===== src/rtl/dbg_bridge_tx_arb.sv =====
// Packet-atomic round-robin arbiter for the debug-bridge TX FIFO push port.
// A granted requester keeps the FIFO until its last-flagged byte is accepted,
// so frames from different requesters never interleave on the UART.
// Optional stall watchdog: define DBG_BRIDGE_ARB_TIMEOUT_EN to add a
// TIMEOUT_W-bit counter and the timeout_o pulse output.
module dbg_bridge_tx_arb #(
    parameter int NUM_REQ   = 2,
    parameter int WIDTH     = 8,
    parameter int REQ_W     = 1,
    parameter int TIMEOUT_W = 8
) (
    input  logic                     clk_i,
    input  logic                     rst_i,
    input  logic [NUM_REQ*WIDTH-1:0] req_data_i,
    input  logic [NUM_REQ-1:0]       req_valid_i,
    input  logic [NUM_REQ-1:0]       req_last_i,
    output logic [NUM_REQ-1:0]       req_accept_o,
    output logic [WIDTH-1:0]         fifo_data_o,
    output logic                     fifo_push_o,
    input  logic                     fifo_accept_i,
    output logic [NUM_REQ-1:0]       grant_o,
    output logic                     busy_o,
`ifdef DBG_BRIDGE_ARB_TIMEOUT_EN
    output logic                     timeout_o,
`endif
    output logic [15:0]              pkt_count_o
);

    typedef enum logic {IDLE, BURST} state_e;

    state_e             state_q, state_d;
    logic [REQ_W-1:0]   grant_q, grant_d;
    logic [REQ_W-1:0]   last_q, last_d;
    logic [15:0]        pkt_count_q, pkt_count_d;

    logic               own_valid;
    logic               own_last;
    logic [WIDTH-1:0]   own_data;
    logic               any_valid;
    logic [REQ_W-1:0]   pick;
    logic [REQ_W-1:0]   cand;
    logic               xfer;
    logic               stall_expire;

    // Mux the current owner's byte stream out of the flattened requester buses.
    always_comb begin
        own_valid = 1'b0;
        own_last  = 1'b0;
        own_data  = '0;
        for (int n = 0; n < NUM_REQ; n++) begin
            if (grant_q == REQ_W'(n)) begin
                own_valid = req_valid_i[n];
                own_last  = req_last_i[n];
                own_data  = req_data_i[n*WIDTH +: WIDTH];
            end
        end
    end

    // Round-robin pick: first valid requester scanning upward from last_q+1.
    always_comb begin
        any_valid = 1'b0;
        pick      = last_q;
        cand      = last_q;
        for (int i = 0; i < NUM_REQ; i++) begin
            cand = (cand == REQ_W'(NUM_REQ - 1)) ? '0 : cand + 1'b1;
            if (!any_valid && req_valid_i[cand]) begin
                any_valid = 1'b1;
                pick      = cand;
            end
        end
    end

    assign xfer = (state_q == BURST) && own_valid && fifo_accept_i;

`ifdef DBG_BRIDGE_ARB_TIMEOUT_EN
    logic [TIMEOUT_W-1:0] stall_q, stall_d;

    // Watchdog only counts cycles where the owner has nothing to offer;
    // a full FIFO is back-pressure, not a stall.
    always_comb begin
        stall_d = stall_q;
        if (state_q != BURST || xfer) begin
            stall_d = '0;
        end else if (!own_valid) begin
            stall_d = stall_expire ? '0 : stall_q + 1'b1;
        end
    end

    assign stall_expire = (state_q == BURST) && !own_valid && (stall_q == '1);
    assign timeout_o    = stall_expire;

    // Watchdog counter register.
    always_ff @(posedge clk_i) begin
        if (rst_i) stall_q <= '0;
        else       stall_q <= stall_d;
    end
`else
    assign stall_expire = 1'b0;
`endif

    // Next-state logic: grant on any request in IDLE, release on last byte.
    always_comb begin
        state_d     = state_q;
        grant_d     = grant_q;
        last_d      = last_q;
        pkt_count_d = pkt_count_q;
        case (state_q)
            IDLE: begin
                if (any_valid) begin
                    grant_d = pick;
                    state_d = BURST;
                end
            end
            BURST: begin
                if (xfer && own_last) begin
                    last_d      = grant_q;
                    pkt_count_d = pkt_count_q + 16'd1;
                    state_d     = IDLE;
                end else if (stall_expire) begin
                    last_d  = grant_q;
                    state_d = IDLE;
                end
            end
            default: state_d = IDLE;
        endcase
    end

    // State registers; reset biases the first grant to requester 0.
    always_ff @(posedge clk_i) begin
        if (rst_i) begin
            state_q     <= IDLE;
            grant_q     <= '0;
            last_q      <= REQ_W'(NUM_REQ - 1);
            pkt_count_q <= '0;
        end else begin
            state_q     <= state_d;
            grant_q     <= grant_d;
            last_q      <= last_d;
            pkt_count_q <= pkt_count_d;
        end
    end

    // FIFO-side outputs come only from the owner while in BURST.
    always_comb begin
        grant_o      = '0;
        req_accept_o = '0;
        for (int n = 0; n < NUM_REQ; n++) begin
            grant_o[n]      = (state_q == BURST) && (grant_q == REQ_W'(n));
            req_accept_o[n] = grant_o[n] && fifo_accept_i;
        end
        busy_o      = (state_q == BURST);
        fifo_push_o = (state_q == BURST) && own_valid;
        fifo_data_o = (state_q == BURST) ? own_data : '0;
        pkt_count_o = pkt_count_q;
    end

endmodule


===== config.mk =====
export PLATFORM = sky130hd
export DESIGN_NAME = dbg_bridge_tx_arb
export DESIGN_NICKNAME = d
export VERILOG_FILES = /design/src/rtl/dbg_bridge_tx_arb.sv
export SDC_FILE = /design/constraint.sdc
export NUM_CORES = 1
export LEC_CHECK = 0
export BUFFER_PORTS_ARGS = -buffer_cell sky130_fd_sc_hd__buf_4
export CORE_ASPECT_RATIO = 1.5
export CORE_MARGIN = 3
export CORE_UTILIZATION = 28
export CTS_BUF_LIST = sky130_fd_sc_hd__clkbuf_16
export DETAILED_ROUTE_END_ITERATION = 8
export PLACE_DENSITY = 0.6
export SKIP_LAST_GASP = 1
export SYNTH_ARGS = -nofsm -noshare
export SYNTH_HDL_FRONTEND = slang
export SYNTH_SLANG_ARGS = --single-unit

===== constraint.sdc =====
create_clock -name clk_i -period 2.6 [get_ports clk_i]
set_clock_uncertainty 0.15 [all_clocks]
set_input_delay 0.52 -clock clk_i [delete_from_list [all_inputs] [get_ports clk_i]]
set_output_delay 0.52 -clock clk_i [all_outputs]
set_load 0.03 [all_outputs]

==> results_dict.tcl <==
set metrics [dict create \
    max_clock_freq_mhz 444 \
    cp-start-kind "flip-flop" \
    p_switching_uw 175 \
    avgSynthCellArea_um2 8.04 \
    layout-drive-gt1-share_pct 32.4 \
    grt_pass1_vias 1082 \
    synthesis.nets 158 \
    die_w_um 56.6 \
    post-cts-setup-buffer-count 0 \
    dr.pass1.iters 4 \
    synthCells 134 \
    switching_share_pct 23.9 \
    routed_via_density 5.08 \
    final_area_mm2 0.00157 \
    drv_cap 0 \
    synth_edf_count 0 \
    path_class "flip-flop to flip-flop" \
    worst_slew_pin_slew_ns 0.557 \
    synth_warnings 0 \
    postPlaceCellArea_mm2 0.00149 \
    cp-end-kind "flip-flop" \
    yosysTopAreaCell "dfxtp_1" \
    dp_hpwl_mm 2.29 \
    seq_area_frac_synth_pct 35.3 \
    wl_per_cell_um 13.0 \
    seqPwrFrac_pct 40.6 \
    grt_first_pass_wirelength_mm 4.71 \
    relSlewSlack_pct 62.5 \
    yosysMostFrequentCell "dfxtp_1" \
    area_growth_pct 45.5 \
    via_count 1144 \
    syn-cell-area_mm2 0.00108 \
    wirelength_mm 2.92 \
    cp.required_ns 2.63 \
    post-place-ws_ns 0.227 \
    hold_buffers 0 \
    holdCritPathClass "flip-flop to flip-flop" \
    portBuffers 52 \
    htree_num_levels 1 \
    p_int_uw 557 \
    synth_top_cell_area_share_pct 35.3 \
    pwr-share-comb_pct 17.1 \
    clk_pin_slew_ns 0.05 \
    ys_ff_latch 19 \
    yosysUniqueCellTypes 32 \
    grt_usage_pct 12.4 \
    grt_overflow 0 \
    num_rows 27 \
    leakage_uw 0.000653 \
    rsz0062_at_grt "no" \
    fin_setup_tns_ns 0 \
    clock_power_share_pct 42.3 \
    io_pins 53 \
    final_nets 207 \
    synth_async_sr_flop_share_pct 0 \
    antenna_found_initial 0 \
    fp.dieArea_mm2 0.00464 \
    synth_ff_type "dfxtp_1" \
    critPathArrivalTime_ns 2.28 \
    cts_sinks 19 \
    fin_crit_sh_pct 86.7 \
    status "complete, no violations" \
    instances_no_fill 225 \
    clk-insertion-delay-late_ns 0.25 \
    power_density_mw_per_mm2 467 \
    fin_ws_ns 0.345 \
    synth_area_leaders "dfxtp_1 35%, mux2i_1 10%, a21oi_1 6.0%, nor2b_1 5.8%, or3_1 4.6%" \
    crit_fanout 11 \
    die_height_um 82.0 \
    ys_top_cells_by_count "19 x dfxtp_1, 13 x a21oi_1, 11 x mux2i_1" \
    clk_path_buf_depth 2 \
    cts-root-buf "clkbuf_16" \
    ant_nets 0 \
    coreArea_mm2 0.00368 \
    vdd_ir_drop_max_v 0.000279 \
    slew_viol_final 0 \
    cts-resized-gates 0 \
    drt_iter0_drc 17 \
    start_util_pct 29.3 \
    gp_congestion 0.777 \
    drc 0 \
    placed_cells 221 \
    insertedDiodeCount 0 \
    setup_violations 0 \
    period_needed_ns 2.25 \
    grt_max_degree 22 \
    cts_tree "done" \
    cts_made_buffers 3 \
    finalCoreUtilization_pct 42.6 \
    hold_viol 0 \
]
registers in the layout, summed over array words and instances (netlist names):
name	flops
busy_o	1
pkt_count_o	16
last_q	1
grant_q	1
final timing paths:
path                               from  slack, ns         endpoint  cells after the start
worst max-delay path            grant_q       0.35  pkt_count_o[14]                      4
worst min-delay path             last_q       0.32           last_q                      1
worst max register to register  grant_q       0.35  pkt_count_o[14]                      4
worst min register to register   last_q       0.32           last_q                      1
power by group through the flow:
| stage | Sequential, uW | Clock (uW) | Combinational, uW |
|---|---|---|---|
| 2_1_floorplan | 305 | 0 | 68.1 |
| 3_3_place_gp | 303 | 0 | 124 |
| 3_5_place_dp | 303 | 0 | 126 |
| 4_1_cts | 297 | 314 | 127 |
| 5_1_grt | 297 | 324 | 134 |
| 6_report | 297 | 310 | 125 |
cells by family after synthesis:
group / after synthesis / synth area share [%]
AOI/OAI and AO/OA: 27 / 13.9
muxes: 12 / 11.3
and+or+nand+nor: 57 / 30.2
xor gates and xnor gates: 2 / 1.63
DFF: 19 / 35.3
adders and majority gates: 1 / 1.16
buffers and inverters: 16 / 6.50
cell usage in the layout, fill, tap and decap left out, types with 2 or more instances in the layout:
cell,n
a21oi_1,13
nor2b_1,10
nand2_1,7
o31ai_1,3
nand4_1,2
nor2_1,9
or4_1,5
clkbuf_16,3
nand3_1,5
dfxtp_1,19
inv_1,7
mux2i_1,11
nor3_1,2
o21ai_0,9
or3_1,8
and4_1,2
buf_4,54
worst max-delay path, stage by stage (launching register included):
cell and delay, ns:
dfxtp_1 0.44, mux2i_1 0.18, or4_1 0.71, or4_1 0.55, a21oi_1 0.16
metal layers:
metal	vias to the layer above	part of all wire [%]	global-route usage [%]
li1	572	-	-
met4	0	1.3	4.28
met5	-	0	0
met2	41	50	23.4
met1	527	40	13.6
met3	4	8.0	2.36
per-stage QoR:
stage | power, uW | hold WS (ns)
after floorplan | 373 | 0.285
after global placement | 427 | 0.308
after detailed placement | 430 | 0.306
after CTS | 738 | 0.318
after global routing | 756 | 0.333
final | 732 | 0.318
cell type report:
| type | count | area (um2) |
|---|---|---|
| Sequential cell | 19 | 380 |
| Clock inverter | 1 | 3.75 |
| Timing Repair Buffer | 54 | 405 |
| Inverter | 6 | 22.5 |
| Clock buffer | 3 | 75.1 |
| Tap cell | 43 | 53.8 |
| Fill cell | 386 | 2110 |
| Multi-Input combinational cell | 99 | 627 |
Note: power is estimated with default switching activity, not from simulation.
